## config.mk

```make
export PLATFORM = sky130hd
export DESIGN_NAME = noc_pkt_ctrl
export DESIGN_NICKNAME = d
export VERILOG_FILES = /design/src/rtl/noc_pkt_ctrl.sv
export SDC_FILE = /design/constraint.sdc
export NUM_CORES = 1
export LEC_CHECK = 0
export BUFFER_PORTS_ARGS = -buffer_cell sky130_fd_sc_hd__buf_2
export CAP_MARGIN = 30
export CORE_MARGIN = 2
export CORE_UTILIZATION = 35
export DETAILED_ROUTE_END_ITERATION = 6
export PLACE_DENSITY = 0.7
export SLEW_MARGIN = 10
export SYNTH_ARGS = -nofsm -noshare
export SYNTH_HDL_FRONTEND = slang
export SYNTH_SLANG_ARGS = --single-unit
export TNS_END_PERCENT = 20
```

## constraint.sdc

```tcl
create_clock -name clk -period 2.35 [get_ports clk]
set_input_delay 0.705 -clock clk [delete_from_list [all_inputs] [get_ports clk]]
set_output_delay 0.705 -clock clk [all_outputs]
set_load 0.1 [all_outputs]
```

## src/rtl/noc_pkt_ctrl.sv

```systemverilog
// NoC packet flow controller: round-robin source grant, beat generation, ack, dst hand-off.
// Optional ack watchdog enabled by defining ACK_TIMEOUT_EN.
module noc_pkt_ctrl #(
  parameter int NUM_CH      = 4,
  parameter int CNT_W       = 4,
  parameter int PKT_LEN     = 8,
  parameter int ACK_TIMEOUT = 16,
  localparam int CH_W       = $clog2(NUM_CH)
) (
  input  logic              clk,
  input  logic              reset,
  input  logic [NUM_CH-1:0] src_valid,
  output logic [NUM_CH-1:0] src_ready,
  input  logic              packet_valid,
  output logic              en_gen,
  output logic [CH_W-1:0]   gen_ch,
  output logic [CNT_W-1:0]  beat_cnt,
  input  logic              ack,
  output logic              dst_valid,
  input  logic              dst_ready,
  output logic [CH_W-1:0]   dst_ch,
  output logic              busy,
  output logic              timeout_err
);

  localparam logic [1:0] S_IDLE = 2'd0;
  localparam logic [1:0] S_GEN  = 2'd1;
  localparam logic [1:0] S_PROC = 2'd2;
  localparam logic [1:0] S_WAIT = 2'd3;

  if (NUM_CH < 2) begin : g_bad_num_ch
  end
  if (PKT_LEN < 1 || PKT_LEN > (1 << CNT_W)) begin : g_bad_pkt_len
  end
  if (ACK_TIMEOUT < 1) begin : g_bad_ack_timeout
  end

  logic [1:0]       state;
  logic [1:0]       state_d;
  logic [CH_W-1:0]  rr_ptr;
  logic [CH_W-1:0]  rr_next;
  logic [CH_W-1:0]  gen_ch_q;
  logic [CNT_W-1:0] beat_q;
  logic             grant_vld;
  logic [CH_W-1:0]  grant_idx;
  logic [CH_W-1:0]  idx;
  logic             st_idle;
  logic             st_gen;
  logic             st_proc;
  logic             st_wait;
  logic             last_beat;
  logic             to_hit;

  assign st_idle = (state == S_IDLE);
  assign st_gen  = (state == S_GEN);
  assign st_proc = (state == S_PROC);
  assign st_wait = (state == S_WAIT);

  // Scan downwards so the nearest requester at/after rr_ptr wins.
  always_comb begin
    grant_vld = 1'b0;
    grant_idx = '0;
    idx       = '0;
    for (int i = NUM_CH - 1; i >= 0; i--) begin
      idx = CH_W'((int'(rr_ptr) + i) % NUM_CH);
      if (src_valid[idx]) begin
        grant_vld = 1'b1;
        grant_idx = idx;
      end
    end
  end

  assign rr_next = (grant_idx == CH_W'(NUM_CH - 1)) ?
                   '0 : grant_idx + CH_W'(1);

  assign last_beat = (beat_q == CNT_W'(PKT_LEN - 1));

  always_comb begin
    state_d = state;
    unique case (1'b1)
      st_idle: if (grant_vld) state_d = S_GEN;
      st_gen:  if (packet_valid && last_beat) state_d = S_PROC;
      st_proc: begin
        if (ack)
          state_d = dst_ready ? S_IDLE : S_WAIT;
        else if (to_hit)
          state_d = S_IDLE;
      end
      st_wait: if (dst_ready) state_d = S_IDLE;
      default: state_d = state;
    endcase
  end

  always_ff @(posedge clk or posedge reset) begin
    if (reset) begin
      state    <= S_IDLE;
      rr_ptr   <= '0;
      gen_ch_q <= '0;
      beat_q   <= '0;
    end else begin
      state <= state_d;
      if (st_idle && grant_vld) begin
        gen_ch_q <= grant_idx;
        rr_ptr   <= rr_next;
      end
      if (en_gen)
        beat_q <= last_beat ? '0 : beat_q + CNT_W'(1);
    end
  end

`ifdef ACK_TIMEOUT_EN
  localparam int TO_W = $clog2(ACK_TIMEOUT + 1);

  logic [TO_W-1:0] to_cnt;
  logic            to_err_q;

  // Terminal cycle is the ACK_TIMEOUT-th PROCESS cycle; ack there still wins.
  assign to_hit = st_proc && !ack &&
                  (to_cnt == TO_W'(ACK_TIMEOUT - 1));

  always_ff @(posedge clk or posedge reset) begin
    if (reset) begin
      to_cnt   <= '0;
      to_err_q <= 1'b0;
    end else begin
      to_cnt   <= st_proc ? to_cnt + TO_W'(1) : '0;
      to_err_q <= to_hit;
    end
  end

  assign timeout_err = to_err_q;
`else
  assign to_hit      = 1'b0;
  assign timeout_err = 1'b0;
`endif

  assign src_ready = (st_idle && grant_vld) ?
                     (NUM_CH'(1) << grant_idx) : '0;
  assign en_gen    = st_gen && packet_valid;
  assign dst_valid = (st_proc && ack) || st_wait;
  assign busy      = !st_idle;
  assign gen_ch    = gen_ch_q;
  assign dst_ch    = gen_ch_q;
  assign beat_cnt  = beat_q;

endmodule

```

==> impl_results.md, run 1 <==
- Cell variety after synth: 29
- Pre-CTS setup slack: -0.276 ns
- Clock Tree Buf Depth: 2
- Starting density of the core: around 38%
- Hold_buf cts: 0
- Worst hold path type: in2async
- RSZ-0062 raised after global routing: yes
- Sequential share of the synthesized area: 37.6%
- Synth area leaders: dfrtp_1 (38%), ha_1 (9.4%), mux2_2 (5.1%)
- Layout cells sized above 1: between 50% and 60%
- Syn Inst Count: about 70
- Clock Latency Late Sink: between 0.2 and 0.3 ns
- Synthesis warning total: 0
- Crit share post-route: 106%
- Fmax: around 400 MHz
- Synth async-reset ratio: 100%
- Dpl cells: between 100 and 150
- Setup CP Type: in2out
- Synthesized area: between 600 and 700 µm²
- Most Crowded Layer GR: met2
- Remaining DRCs: 0
- Arrival time at the worst endpoint: ~1.8 ns
- Crit Path Max Fanout: 4
- Total Routing Usage GR: about 15%
- Met2 Usage GRT: 24.9%
- Synth-to-Final Area Change: 58.8%
- Area share of the largest cell type after synthesis: between 30% and 40%
- Clock slew at reported path FFs: 0.07 ns
- DR pass1 iterations: 4
- Synthesized flop and latch total: 10
- CTS H-tree lvls: 1
- Met3 GRT Util: under 10%
- Core ar.: ~1800 µm²
- Failing checks: negative setup slack
- Post-synth EDFFs: 0
- GP Congestion: 0.717
- Clock sinks: 10
- Initial antenna violation count: 0
- Crit-path leading delay family: buffers and inverters
- DR vias: about 600
- Multi-input logic area: roughly 390 µm²
- Leading cell type by number of instances after synthesis: dfrtp_1
- Final hold vios: 0
- Final Max Slew Viols: 0
- IO Pins: 25
- First-iteration detailed-routing DRC count: 10
- Min Clock Period, post-route: between 2 and 2.5 ns
- Post-route ant nets: 0
- Port Buf Inserts: 23
- Maxcap violations: 0
- Final worst setup slack: -0.147 ns
- M1 GR Usage: a little under a fifth
- DIE HEIGHT: 47.6 µm
- CP bufs+invs: 3
- ANT cells: 0
- Post-synth top area cell: dfrtp_1
- Cell Chain, Critical Path: buf_6 -> nand2_1 -> nand3b_1 -> a2bb2oi_2 -> buf_4 -> ha_2 -> and2_4 -> buf_12
- Top FF cell, synth: dfrtp_1
- Cell with the largest stage delay on the worst path: ha_2
- Fill cell instance count of the final layout: approximately 170
- CP required: about 1.6 ns
- Startpoint type of the worst setup path: primary input
- Outcome: finished with violations
- Setup TNS: -0.469 ns
- Vias per cell: 4.58
- GR Overflow Total: 0
- Row count: 15
- Max stage delay on crit path: approximately 0.17 ns
- Mean post-synth cell area: slightly below 10 µm²
- CTS Buf Count: 3
- Post-synth top cells: dfrtp_1 (10), a21oi_1 (6), ha_1 (5), inv_1 (5)
- Fin cells: 130
- Vias in the first global route: around 550
- CTS tree: done
- Worst setup EP type: output pin
- Nets: 120
- WL/cell: around 11 µm
- Pin count of the biggest net entering global routing: 11
- Clock Skews: ~0.0012 ns
- Finish-stage setup viols: 4
- Die area: around 2300 µm²
- First-pass GRT wire length: around 2300 µm
- Final WL: roughly 1400 µm
- Area occupied by registers: 251 µm²
- CTS Root Buffer Type: clkbuf_4
- DP HPWL: about 1000 µm
- Die W: 47.6 µm
- Syn Nets: about 80
==> logic make-up (layout without fill, tap and decap cells) <==
kind of cell	count (synthesis)	in the layout	synth area share, %
simple gates	23	23	23.7
compound gates	15	15	13.9
flops	10	10	37.6
buf+inv	9	46	6.95
fa+ha+maj	5	5	9.40
mux	4	4	6.58
other cells	1	1	0.563
xor+xnor	1	1	1.32
==> state kept, by name, summed over array words and instances (netlist names) <==
signal / cells
dst_ch: 2
state: 2
rr_ptr: 2
beat_cnt: 4
==> path summary, 6_finish.rpt <==
kind                                  startpoint                       to  slack (ns)  cells past startpoint
max reg2reg                rr_ptr[1]$_DFFE_PP0P_    rr_ptr[0]$_DFFE_PP0P_        0.65                      9
min reg2reg                dst_ch[1]$_DFFE_PP0P_    dst_ch[1]$_DFFE_PP0P_        0.53                      1
max                                 src_valid[0]             src_ready[2]       -0.15                      8
max in group asynchronous                  reset    rr_ptr[1]$_DFFE_PP0P_        1.65                      2
min in group clk           dst_ch[1]$_DFFE_PP0P_    dst_ch[1]$_DFFE_PP0P_        0.53                      1
min                                        reset  beat_cnt[3]$_DFFE_PP0P_        0.40                      2
==> area by class of cell <==
| type | instances | share of cell area (%) |
|---|---|---|
| Multi-Input combinational cell | 49 | 36.4 |
| Timing Repair Buffer | 37 | 31.6 |
| Sequential cell | 10 | 23.8 |
| Clock buffer | 4 | 3.43 |
| Tap cell | 25 | 2.96 |
| Inverter | 5 | 1.78 |
==> worst register-to-register path: cells and delay by family (launching register included) <==
kind | cells | cell delay [ns]
muxes | 1 | 0.12
and+or+nand+nor | 2 | 0.22
buffers and inverters | 3 | 0.38
adders and majority gates | 1 | 0.17
DFF | 1 | 0.44
AOI/OAI and AO/OA | 2 | 0.28
==> routing by layer <==
layer  vias to the layer above  wire (µm)
li1                        308          -
met1                       269        632
met2                        19        715
met3                         0         74
met4                         0          0
met5                         -          0
==> layout by cell type, fill, tap and decap left out, drive strengths merged, types with 4 or more instances in the layout <==
cell type	count
buf	37
dfrtp	10
a21oi	6
inv	5
ha	5
nand2	4
and2	4
o21ai	4
nor2	4
clkbuf	4
==> timing repair <==
action | in CTS | in global routing
endpoints found under the setup margin | 4 | 4
setup buffers | 3 | 1
pin swaps | 3 | 4
gates resized for setup | 12 | 5
==> stage by stage <==
step | area [µm²] | hold WS, ns | utilization, %
floorplan | 667 | 0.528 | -
global placement | 936 | 0.506 | 53.0
detailed placement | 936 | 0.513 | 53.0
CTS | 1040 | 0.413 | 58.9
global route | 1060 | 0.431 | 59.9
finish | 1060 | 0.405 | 59.9
Power of run 1 is not shown: default switching activity piles up to over one toggle a cycle in this logic, so the estimate is an artifact.
==> run 2, diff against run 1 <==
--- a/config.mk
+++ b/config.mk
@@ -8,9 +8,10 @@
 export BUFFER_PORTS_ARGS = -buffer_cell sky130_fd_sc_hd__buf_2
 export CAP_MARGIN = 30
 export CORE_MARGIN = 2
-export CORE_UTILIZATION = 35
+export CORE_UTILIZATION = 46
 export DETAILED_ROUTE_END_ITERATION = 6
-export PLACE_DENSITY = 0.7
+export PLACE_DENSITY = 0.86
+export SKIP_CTS_REPAIR_TIMING = 1
 export SLEW_MARGIN = 10
 export SYNTH_ARGS = -nofsm -noshare
 export SYNTH_HDL_FRONTEND = slang
==> impl_results.md, run 2 (synthesized netlist as in run 1, its figures left out) <==
- ANT cells: 0 (unchanged)
- Vias per cell: 5.05 (+10%)
- GR Overflow Total: 0 (unchanged)
- Most common cell after layout, fill and taps aside: buf_2
- Pre-CTS setup slack: -0.292 ns (-0.0155 ns)
- CTS tree: done
- Nets: 119 (-0.83%)
- Failing checks: negative setup slack
- IO Pins: 25 (unchanged)
- Commonest non-fill, non-tap cells in the layout: buf_2 (15), buf_4 (14), dfrtp_1 (9)
- CTS Buf Count: 3 (unchanged)
- Utilization after layout: 79.1% (+19 points)
- Clock Tree Buf Depth: 2 (unchanged)
- Crit share post-route: 108% (+1.4 points)
- DP HPWL: 1090 µm (+5.2%)
- Clock Latency Late Sink: 0.26 ns (about the same)
- CP required: 1.64 ns (about the same)
- Final worst setup slack: -0.179 ns (-0.0325 ns)
- Maxcap violations: 0 (unchanged)
- Remaining DRCs: 0 (unchanged)
- Vias in the first global route: 562 (+1.4%)
- Layout cells sized above 1: 56.7% (+3.4 points)
- Setup TNS: -0.616 ns (-0.147 ns)
- Finish-stage setup viols: 4 (unchanged)
- Final hold vios: 0 (unchanged)
- DR pass1 iterations: 4 (unchanged)
- First-iteration detailed-routing DRC count: 6 (-4)
- Die W: 42.0 µm (-12%)
- Total Routing Usage GR: 17.2% (+2.4 points)
- CTS H-tree lvls: 1 (unchanged)
- R2R Setup Slk: 0.73 ns (+0.08 ns)
- Clock slew at reported path FFs: 0.07 ns (about the same)
- Initial antenna violation count: 0 (unchanged)
- RSZ-0062 raised after global routing: yes
- DIE HEIGHT: 42.0 µm (-12%)
- CTS Root Buffer Type: clkbuf_4
- Outcome: finished with violations
- Final WL: 1570 µm (+10%)
- Post-route ant nets: 0 (unchanged)
- Dpl cells: 112 (-8.2%)
- Worst setup EP type: output pin
- Starting density of the core: 49.9% (+12 points)
- Worst hold path type: in2async
- Startpoint type of the worst setup path: primary input
- Max reg flops: 4 (unchanged)
- Final Max Slew Viols: 0 (unchanged)
- Crit Path Max Fanout: 4 (unchanged)
- GP Congestion: 0.790 (+10%)
- Row count: 13 (-2)
- Fill cell instance count of the final layout: 87 (-47%)
- Pin count of the biggest net entering global routing: 11 (unchanged)
- Core ar.: 1330 µm² (-24%)
- Area occupied by registers: 251 µm² (unchanged)
- DR vias: 601 (+0.84%)
- Clock sinks: 10 (unchanged)
- Multi-input logic area: 423 µm² (+9.7%)
- Die area: 1770 µm² (-22%)
- Fin cells: 119 (-8.5%)
- Synth-to-Final Area Change: 58.5%
- Port Buf Inserts: 23 (unchanged)
- First-pass GRT wire length: 2380 µm (+3.6%)
- Clock Skews: 0.00463 ns (+0.00343 ns)
- Setup CP Type: in2out
- WL/cell: 13.2 µm (+21%)
- Arrival time at the worst endpoint: 1.82 ns (+0.03 ns)
- Fmax: 395 MHz (-1.3%)
- Min Clock Period, post-route: 2.53 ns (+0.0325 ns)
-- run 2: cell types whose count changed in the layout (fill, tap and decap cells not counted) --
cell / change
ha_1: -2
inv_1: -1
buf_12: -1
nand2_1: -1
ha_4: +3
buf_6: -2
ha_2: -1
buf_4: +2
inv_2: +1
nand2_2: +1
-- run 2: routing by layer --
| metal | track usage (%) | wire length, µm | share of wire, % | vias up |
|---|---|---|---|---|
| li1 | - | - | - | 299 |
| met1 | 22.4 | 658 | 42 | 285 |
| met2 | 28.7 | 856 | 55 | 15 |
| met3 | 2.59 | 39 | 2.5 | 2 |
| met4 | 6.88 | 14 | 0.89 | 0 |
| met5 | 0 | 0 | 0 | - |
-- run 2: worst paths after layout --
kind | start | end | cells past startpoint
hold reg to reg | beat_cnt[2]$_DFFE_PP0P_ | beat_cnt[2]$_DFFE_PP0P_ | 1
max in group asynchronous | reset | rr_ptr[1]$_DFFE_PP0P_ | 2
min in group clk | beat_cnt[2]$_DFFE_PP0P_ | beat_cnt[2]$_DFFE_PP0P_ | 1
setup / recovery | src_valid[1] | src_ready[2] | 7
setup reg to reg | rr_ptr[1]$_DFFE_PP0P_ | rr_ptr[0]$_DFFE_PP0P_ | 8
hold / removal | reset | beat_cnt[2]$_DFFE_PP0P_ | 2
-- run 2: critical path: stages --
cell	delay (ns)
buf_4	0.13
nand3b_1	0.18
a2bb2oi_2	0.19
buf_4	0.16
ha_1	0.15
and2_4	0.15
buf_12	0.16
-- run 2: per-stage QoR --
step	area, µm²	hold WS (ns)
finish	1050	0.398
global route	1050	0.427
CTS	945	0.399
detailed placement	908	0.511
global placement	908	0.509
floorplan	667	0.528
-- run 2: layout make-up --
class / instances / area share, %
multi-input combinational: 49 / 40.1
timing repair buffer: 36 / 29.1
sequential: 10 / 23.8
clock buffer: 4 / 3.44
inverter: 5 / 1.78
tap: 15 / 1.78
Power of run 2 is left out for the same reason.
==> run 3, diff against run 2 <==
--- a/config.mk
+++ b/config.mk
@@ -8,9 +8,9 @@
 export BUFFER_PORTS_ARGS = -buffer_cell sky130_fd_sc_hd__buf_2
 export CAP_MARGIN = 30
 export CORE_MARGIN = 2
-export CORE_UTILIZATION = 46
+export CORE_UTILIZATION = 42
 export DETAILED_ROUTE_END_ITERATION = 6
-export PLACE_DENSITY = 0.86
+export PLACE_DENSITY = 0.83
 export SKIP_CTS_REPAIR_TIMING = 1
 export SLEW_MARGIN = 10
 export SYNTH_ARGS = -nofsm -noshare
==> constraint.sdc (replaced) <==
create_clock -name clk -period 2.2 [get_ports clk]
set_input_delay 0.66 -clock clk [delete_from_list [all_inputs] [get_ports clk]]
set_output_delay 0.66 -clock clk [all_outputs]
set_load 0.1 [all_outputs]
==> impl_results.md, run 3 (synthesized netlist as in run 1, its figures left out) <==
- Outcome: finished with violations
- Failing checks: negative setup slack
- Worst setup EP type: output pin
- Maxcap violations: 0 (unchanged)
- Reg2reg start: rr_ptr[1]$_DFFE_PP0P_
- Vias in the first global route: 595 (+5.9%)
- Port Buf Inserts: 23 (unchanged)
- Clock Tree Buf Depth: 2 (unchanged)
- First-iteration detailed-routing DRC count: 8 (+2)
- GP Congestion: 0.697 (-12%)
- Crit Path Max Fanout: 4 (unchanged)
- Final worst setup slack: -0.257 ns (-0.0781 ns)
- Commonest non-fill, non-tap cells in the layout: buf_2 (15), buf_4 (11), dfrtp_1 (9)
- WL/cell: 13.1 µm (-0.69%)
- Total Routing Usage GR: 18.7% (+1.4 points)
- Placed cell area: 943 µm² (+3.9%)
- Crit share post-route: 112%
- Setup CP Type: in2out
- DIE HEIGHT: 43.8 µm (+4.2%)
- Clock Skews: 0.00469 ns (+0.0000539 ns)
- DR pass1 iterations: 4 (unchanged)
- Worst hold path type: in2async
- Pin count of the biggest net entering global routing: 11 (unchanged)
- Layout cells sized above 1: 54.5% (-2.3 points)
- Most common cell after layout, fill and taps aside: buf_2
- Post-route ant nets: 0 (unchanged)
- R2R Setup Slk: 0.65 ns (-0.08 ns)
- IO Pins: 25 (unchanged)
- Clock sinks: 10 (unchanged)
- Die W: 43.8 µm (+4.2%)
- Fmax: about 400 MHz
- Final Max Slew Viols: 0 (unchanged)
- Die area: 1920 µm² (+8.6%)
- Final instance area: 1020 µm² (-3.6%)
- DR vias: 582 (-3.2%)
- First-pass GRT wire length: 2590 µm (+9.0%)
- Remaining DRCs: 0 (unchanged)
- CTS Root Buffer Type: clkbuf_4
- DP HPWL: 1230 µm (+13%)
- Fin cells: 117 (-1.7%)
- CP required: 1.54 ns (-0.10 ns)
- Nets: 117 (-1.7%)
- Max reg flops: 4 (unchanged)
- Vias per cell: 4.97 (-1.5%)
- Final WL: 1530 µm (-2.4%)
- Row count: 14 (+1)
- Startpoint type of the worst setup path: primary input
- Arrival time at the worst endpoint: 1.80 ns (-0.02 ns)
- Synth-to-Final Area Change: 52.8%
- CTS tree: done
- CTS Buf Count: 3 (unchanged)
- Dpl cells: 112 (unchanged)
- Min Clock Period, post-route: 2.46 ns
- Clock slew at reported path FFs: 0.06 ns (about the same)
- CTS H-tree lvls: 1 (unchanged)
- Worst reg-to-reg path cell count: 7 (-1)
- GR Overflow Total: 0 (unchanged)
- ANT cells: 0 (unchanged)
- Reg2reg end: rr_ptr[0]$_DFFE_PP0P_
- Starting density of the core: 44.7% (-5.2 points)
- Finish-stage setup viols: 4 (unchanged)
- Core ar.: 1490 µm² (+12%)
- RSZ-0062 raised after global routing: yes
- Clock Latency Late Sink: 0.26 ns (about the same)
- Initial antenna violation count: 0 (unchanged)
- Final hold vios: 0 (unchanged)
- Pre-CTS setup slack: -0.308 ns (-0.0166 ns)
run 3: critical path: stages:
cell and delay [ns]:
buf_6 0.10, a21oi_1 0.25, a2bb2oi_4 0.21, inv_1 0.09
ha_1 0.19, and2_4 0.14, buf_12 0.16
run 3: cell type report:
cell class              instances  area [µm²]
flip-flops and latches         10         251
repair buffers                 34         304
multi-input cells              49         400
clock buffers                   3        22.5
inverters                       5        18.8
well taps                      16        20.0
fillers                       123         472
run 3: metrics by stage:
step | hold WS [ns] | TNS [ns] | utilization, %
global route | 0.401 | -1.26 | 68.3
global placement | 0.503 | -0.694 | 63.4
finish | 0.360 | -0.976 | 68.3
CTS | 0.363 | -1.11 | 64.9
detailed placement | 0.505 | -1.11 | 63.4
floorplan | 0.500 | 0 | -
run 3: worst max-delay path by stage:
stage	from	end	slack, ns	depth (start not counted)
after floorplan	src_valid[2]	src_ready[3]	0.02	5
after global routing	src_valid[2]	src_ready[3]	-0.33	7
after CTS	src_valid[0]	src_ready[0]	-0.31	8
after detailed placement	src_valid[0]	src_ready[0]	-0.31	8
final	src_valid[0]	src_ready[1]	-0.26	7
after global placement	src_valid[2]	src_ready[0]	-0.19	8
run 3: per-layer routing:
layer / track usage [%] / up-vias / wire (µm)
met5: 0 / - / 0
met4: 9.09 / 0 / 10
met3: 2.92 / 2 / 71
met2: 32.6 / 19 / 816
met1: 22.0 / 264 / 633
li1: - / 297 / -
Power of run 3 is left out for the same reason.
